<file path="src/rtl/blink_pkg.sv">
// Shared types and constants for the blink rate controller.
// rate_t and RATE_MAX are used by the rate register; deb_state_t is used by the debounce FSM.
package blink_pkg;

    localparam int RATE_W = 2;

    typedef logic [RATE_W-1:0] rate_t;

    localparam rate_t RATE_MAX = rate_t'(3);

    typedef enum logic [1:0] {
        IDLE,
        WAIT_PRESS,
        PRESSED,
        WAIT_RELEASE
    } deb_state_t;

    // Step to the next rate index, wrapping from RATE_MAX back to 0.
    function automatic rate_t rate_next(input rate_t r);
        return (r == RATE_MAX) ? '0 : r + rate_t'(1);
    endfunction

    // Tick period for a rate index: each step up halves the period.
    function automatic int tick_limit(input int base, input rate_t r);
        return base >> r;
    endfunction

endpackage

</file>
<file path="src/rtl/btn_debounce.sv">
// Button front end: a 2-flop synchroniser, then either a debounce FSM (BLINK_DEBOUNCE_EN defined)
// or a plain rising-edge detector. In both builds btn_evt is a registered one-cycle strobe per press.
module btn_debounce
    import blink_pkg::*;
#(
    parameter int DEB_CYCLES = 250000
) (
    input  logic clk,
    input  logic rst,
    input  logic btn,
    output logic btn_evt
);

    // The edge that leaves IDLE already counts as the first stable cycle, so at least 2 are needed.
    if (DEB_CYCLES < 2) begin : g_deb_cycles_range
        $error("btn_debounce: DEB_CYCLES must be >= 2");
    end

    logic [1:0] sync_pipe;
    logic       btn_s;

    always_ff @(posedge clk) begin
        if (rst) sync_pipe <= '0;
        else     sync_pipe <= {sync_pipe[0], btn};
    end

    assign btn_s = sync_pipe[1];

`ifdef BLINK_DEBOUNCE_EN

    localparam int CNT_W = ($clog2(DEB_CYCLES) > 0) ? $clog2(DEB_CYCLES) : 1;
    // The counter reaches this value on the last required stable cycle.
    localparam logic [CNT_W-1:0] CNT_LAST = CNT_W'(DEB_CYCLES - 2);

    deb_state_t       state;
    logic [CNT_W-1:0] stab_cnt;

    always_ff @(posedge clk) begin
        if (rst) begin
            state    <= IDLE;
            stab_cnt <= '0;
            btn_evt  <= 1'b0;
        end else begin
            btn_evt <= 1'b0;
            case (state)
                IDLE: begin
                    stab_cnt <= '0;
                    if (btn_s) state <= WAIT_PRESS;
                end
                WAIT_PRESS: begin
                    if (!btn_s) begin
                        state    <= IDLE;
                        stab_cnt <= '0;
                    end else if (stab_cnt == CNT_LAST) begin
                        state    <= PRESSED;
                        stab_cnt <= '0;
                        btn_evt  <= 1'b1;
                    end else begin
                        stab_cnt <= stab_cnt + CNT_W'(1);
                    end
                end
                PRESSED: begin
                    stab_cnt <= '0;
                    if (!btn_s) state <= WAIT_RELEASE;
                end
                WAIT_RELEASE: begin
                    if (btn_s) begin
                        state    <= PRESSED;
                        stab_cnt <= '0;
                    end else if (stab_cnt == CNT_LAST) begin
                        state    <= IDLE;
                        stab_cnt <= '0;
                    end else begin
                        stab_cnt <= stab_cnt + CNT_W'(1);
                    end
                end
                default: begin
                    state    <= IDLE;
                    stab_cnt <= '0;
                end
            endcase
        end
    end

`else

    logic btn_s_d;

    always_ff @(posedge clk) begin
        if (rst) begin
            btn_s_d <= 1'b0;
            btn_evt <= 1'b0;
        end else begin
            btn_s_d <= btn_s;
            btn_evt <= btn_s & ~btn_s_d;
        end
    end

`endif

endmodule

</file>
<file path="src/rtl/blink_rate_ctrl.sv">
// Blink tick generator whose period is selected by a button-stepped rate index (BASE_DIV >> rate).
// Button handling lives in btn_debounce; BLINK_DEBOUNCE_EN selects debounced or raw-edge presses.
module blink_rate_ctrl
    import blink_pkg::*;
#(
    parameter int BASE_DIV   = 12500000,
    parameter int DEB_CYCLES = 250000
) (
    input  logic  clk,
    input  logic  rst,
    input  logic  btn,
    output logic  tick,
    output rate_t rate,
    output logic  btn_evt
);

    if (BASE_DIV < 8) begin : g_base_div_range
        $error("blink_rate_ctrl: BASE_DIV must be >= 8");
    end

    localparam int DIV_W = $clog2(BASE_DIV);

    logic [DIV_W-1:0] div_cnt;
    logic [DIV_W-1:0] lim_last;

    btn_debounce #(
        .DEB_CYCLES (DEB_CYCLES)
    ) u_btn_debounce (
        .clk     (clk),
        .rst     (rst),
        .btn     (btn),
        .btn_evt (btn_evt)
    );

    always_comb begin
        lim_last = DIV_W'(tick_limit(BASE_DIV, rate) - 1);
    end

    // A rate change restarts the period and overrides a wrap landing on the same edge.
    always_ff @(posedge clk) begin
        if (rst) begin
            rate    <= '0;
            div_cnt <= '0;
            tick    <= 1'b0;
        end else if (btn_evt) begin
            rate    <= rate_next(rate);
            div_cnt <= '0;
            tick    <= 1'b0;
        end else if (div_cnt == lim_last) begin
            div_cnt <= '0;
            tick    <= 1'b1;
        end else begin
            div_cnt <= div_cnt + DIV_W'(1);
            tick    <= 1'b0;
        end
    end

endmodule

</file>
<file path="config.mk">
export PLATFORM = sky130hd
export DESIGN_NAME = blink_rate_ctrl
export DESIGN_NICKNAME = d
export VERILOG_FILES = /design/src/rtl/blink_pkg.sv /design/src/rtl/btn_debounce.sv /design/src/rtl/blink_rate_ctrl.sv
export SDC_FILE = /design/constraint.sdc
export NUM_CORES = 1
export LEC_CHECK = 0
export ABC_AREA = 0
export CORE_MARGIN = 10
export CORE_UTILIZATION = 60
export CTS_CLUSTER_SIZE = 30
export DETAILED_ROUTE_END_ITERATION = 8
export GPL_TIMING_DRIVEN = 0
export PLACE_DENSITY = 0.77
export SYNTH_ARGS = -nofsm -noshare
export SYNTH_HDL_FRONTEND = slang
export SYNTH_HIERARCHICAL = 1
export SYNTH_SLANG_ARGS = --single-unit
</file>
<file path="constraint.sdc">
create_clock -name clk -period 6.6 [get_ports clk]
set_input_delay 1.32 -clock clk [delete_from_list [all_inputs] [get_ports clk]]
set_output_delay 1.32 -clock clk [all_outputs]
set_load 0.01 [all_outputs]
</file>
---- Word-level counts from Yosys, hierarchy flattened ----
Cells that the tools add are included.
storage, ports and cells
  register bits after elaboration ......... 31
  bits of input ports ..................... 3
  output and inout port bits .............. 4
  word-level logic and storage cells ...... 18
operators by class
  add/subtract/negate cells ............... 3
  equal/unequal tests ..................... 2
  shift operators ......................... 1
  multiplexer cells ....................... 2
  bitwise logic cells ..................... 2
  reductions and logical operators ........ 2
operators with widths
  cell                                                                   count
  24-bit by 1-bit adder with 24-bit output (second input constant)       1
  24-bit equality test                                                   1
  24-bit by 2-bit right shift with 24-bit output (first input constant)  1
  24-bit by 2-bit subtractor with 24-bit output (second input constant)  1
  3-bit OR reduction                                                     1
  2-bit by 1-bit adder with 2-bit output (second input constant)         1
  2-bit equality test (second input constant)                            1
  2-bit two-way mux                                                      1
  2-bit OR reduction                                                     1
  1-bit AND                                                              1
  1-bit two-way mux                                                      1
  1-bit NOT                                                              1

---- Depth between registers and ports, before layout ----
  word-level depth ........................ 4
  mapped depth ............................ 10

---- Modules after synthesis ----
Netlist, hierarchy kept.
by module, submodules not included
  module           instances  cells each  area an instance (µm²)  sequential area each (µm²)
  blink_rate_ctrl  1          171         1,584.0                 540.5
  btn_debounce     1          8           111.4                   80.1

---- Worst setup path after synthesis ----
Ideal clock, no wire load.
  path kind ............................... register to register
  start point ............................. register rate[0]
  end point ............................... register div_cnt[14]
  setup time .............................. 0.115 ns
  arrival time ............................ 2.463 ns
  required time ........................... 6.485 ns
  setup slack ............................. 4.022 ns
  stages on the path, launching flop included .. 9
  buffers on the path ..................... 1
  cells stage by stage .................... dfxtp_1 -> inv_1 -> ha_1 -> or3_4 -> a2111oi_4 -> o2111ai_2 -> o41ai_4 -> buf_6 -> nor2_2
between the ends
  cells in the longest elaborated chain, start to end .. 4
RTL lines
  item                                            RTL line               source
  from (decl)                                     blink_rate_ctrl.sv:13  output rate_t rate,
  from (signal assigned)                          blink_rate_ctrl.sv:46  rate <= rate_next(rate);
  24-bit by 2-bit right shift with 24-bit output  blink_pkg.sv:25        return base >> r;
  24-bit by 2-bit subtractor with 24-bit output   blink_rate_ctrl.sv:36  lim_last = DIV_W'(tick_limit(BASE_DIV, rate) - 1);
  24-bit equality test                            blink_rate_ctrl.sv:49  end else if (div_cnt == lim_last) begin
  3-bit OR reduction (no line)                    n/a
  to (signal assigned)                            blink_rate_ctrl.sv:53  div_cnt <= div_cnt + DIV_W'(1);
  to (decl)                                       blink_rate_ctrl.sv:23  logic [DIV_W-1:0] div_cnt;
No other way between the ends.
A chain may end at the register's enable or synchronous reset.

---- Final worst setup path ----
  start point ............................. register rate[0]
  end point ............................... output rate[0]
No word-level cell between the ends.

==> run summary <==
YS warnings = 6
Max Clock Skew = 0.007176 ns
Clock Pin Slew Worst Setup and Hold Paths = 0.09 ns
core footprint = 0.002734 sq mm
# fillers = 223
max cap viols = 0
min-delay worst type = flip-flop to flip-flop
Starting Density = 62.01%
post-synthesis instance area = 0.001695 sq mm
most frequent cells in the layout = 31 x dfxtp_1, 20 x nor2_2, 16 x nor2_1
cts bufs inserted = 5
crit path launch = rate[0]
post_cts resized = 0
H-tree depth = 2
initial antenna violation count = 0
crit path kind = flip-flop to primary output
via count = 1269
DIE AREA = 0.005352 sq mm
1st-iter DRT viols = 67
status = complete, no violations
hold_buf cts = 0
die extent in y = 73.16 um
Fin. Hold Viols = 0
Sinks on Clock Net = 31
total grt overflow = 0
crit path launch type = flip-flop
Nets = 205
Seq. cell area = 620.6 sq um
# diodes = 0
synthesis-stage register bit count = 31
Data arrival, critical path = 1.47 ns
Top delay family on crit path = buffers and inverters
vias in the first global route = 1286
first-pass GRT wire length = 5706 um
CP endpoint kind = primary output
pin count of the biggest net entering global routing = 11
Pwr Total = 0.3373 mW
Pwr Density = 181.1 mW/mm^2
post-route setup slack = 3.814 ns
Critical R2R Launch = rate[0]
mean area per synthesized cell = 9.471 sq um
GRT Util Overall = 13.49%
DRC Markers = 0
Fin Setup TNS = 0 ns
gate count of the mapped netlist = 179
Initial DRT Pass Iterations = 4
Placer Congestion = 0.8177
hold slack = 0.4281 ns
Bufs on Longest Clock Path = 2
Routed Antenna Nets = 0
DP HPWL = 2524 um
layout cells sized above 1 = 18.65%
vias per cell = 5.665
DR WL/cell = 14.85 um
slowest stage delay, CP = 0.61 ns
# IOs = 7
Die Wd = 73.16 um
area of the multi-input gates = 0.001018 sq mm
WL final = 3327 um
Port Buf Inserts = 6
Seq/Total Area, Yosys = 36.61%
post-route core utilization = 68.15%
maximum VDD drop = 196.6 uV
pre-CTS setup slack = 3.858 ns
post-synth cell types = 32
synthesized net count = 192
most common cell after layout, fill and taps aside = dfxtp_1
maximum clock frequency = 358.9 MHz
slowest stage cell, crit path = clkdlybuf4s50_1
Data required, critical path = 5.28 ns
CP Max Fanout = 9
Root Driver = clkbuf_4
Layout area overhead = 9.889%
RSZ-0062 raised after global routing = no
Final Cycle Share = 42.22%
max_slew headroom = 40.32%
worst slew pin tran = 0.8883 ns
Leak = 0.6616 nW
minimum clock period after layout = 2.786 ns
Clock Latency Late Sink = 0.33 ns
row count = 19
CTS tree = done
Setup Buffers After CTS = 0
Final setup viols = 0
worst path bufs/invs = 1
min-delay src = u_btn_debounce/btn_s_d
max-slew violations = 0
crit-path cells = clkdlybuf4s50_1
==> layer usage <==
metal  GRT usage, %  part of all wire (%)  up-vias
li1               -                     -      631
met1          15.37                    44      600
met2          21.11                    47       33
met3          5.034                   6.7        5
met4          7.595                   1.9        0
met5              0                     0        -
==> final timing paths <==
path | depth (start not counted) | end | slack (ns)
setup / recovery | 1 | rate[0] | 3.81
hold / removal | 1 | u_btn_debounce/btn_evt | 0.43
setup reg to reg | 8 | div_cnt[20] | 3.84
hold reg to reg | 1 | u_btn_debounce/btn_evt | 0.43
==> stage by stage <==
stage / area, sq um / instances
2_1_floorplan: 1695 / 179
3_3_place_gp: 1794 / 216
3_5_place_dp: 1794 / 216
4_1_cts: 1863 / 224
5_1_grt: 1863 / 224
6_report: 1863 / 224
==> sequential cells by signal, indices dropped and copies added (netlist names) <==
| signal | count |
|---|---|
| div_cnt | 24 |
| rate | 2 |
| u_btn_debounce/sync_pipe | 2 |
| tick | 1 |
| u_btn_debounce/btn_evt | 1 |
| u_btn_debounce/btn_s_d | 1 |
==> power breakdown <==
part | internal (mW) | leakage [nW] | total [mW] | switching (mW)
logic | 0.00880 | 0.372 | 0.0188 | 0.0100
registers | 0.190 | 0.251 | 0.192 | 0.00244
clock network | 0.0626 | 0.0386 | 0.126 | 0.0638
==> cell type report <==
type                    instances  area share, %
multi-input cells             139          54.67
flip-flops and latches         31          33.31
clock buffers                   8          3.694
repair buffers                  6          3.224
well taps                      31          2.082
plain buffers                   3          1.813
inverters                       6          1.209
==> cell usage after synthesis <==
cell type | n | area, sq um
nor3b_1 | 1 | 7.510
xor2_1 | 15 | 131.4
nor2_2 | 20 | 125.1
nand4_1 | 8 | 50.05
or4_1 | 2 | 15.01
nor2b_1 | 4 | 25.02
nand3_1 | 13 | 65.06
nor3_1 | 4 | 20.02
and2_1 | 1 | 6.260
and4bb_1 | 1 | 12.51
and3_1 | 5 | 31.28
ha_1 | 10 | 125.1
inv_1 | 6 | 22.52
a31oi_1 | 1 | 6.260
o22ai_1 | 1 | 6.260
nand2_1 | 8 | 30.03
a2111oi_4 | 1 | 27.53
nor2_1 | 16 | 60.06
and4b_1 | 1 | 10.01
xnor2_1 | 14 | 122.6
and3b_1 | 1 | 8.760
buf_6 | 3 | 33.78
dfxtp_1 | 31 | 620.6
nand2b_1 | 1 | 6.260
nor3b_2 | 1 | 12.51
o2111ai_2 | 1 | 15.01
xor2_2 | 1 | 16.27
mux2i_1 | 2 | 20.02
a21oi_1 | 1 | 5.000
o41ai_4 | 1 | 27.53
or3_4 | 1 | 11.26
nor4_1 | 3 | 18.77
==> cells by family after synthesis <==
logic type / count (synthesis) / synth area share, %
flip-flops: 31 / 36.61
multiplexers: 2 / 1.181
AO/OA/AOI/OAI: 6 / 5.166
adder cells (fa/ha/maj): 10 / 7.380
AND/OR/NAND/NOR: 91 / 30.41
XOR/XNOR: 30 / 15.94
buffers and inverters: 9 / 3.321
Power figures use the tool's default switching activity.
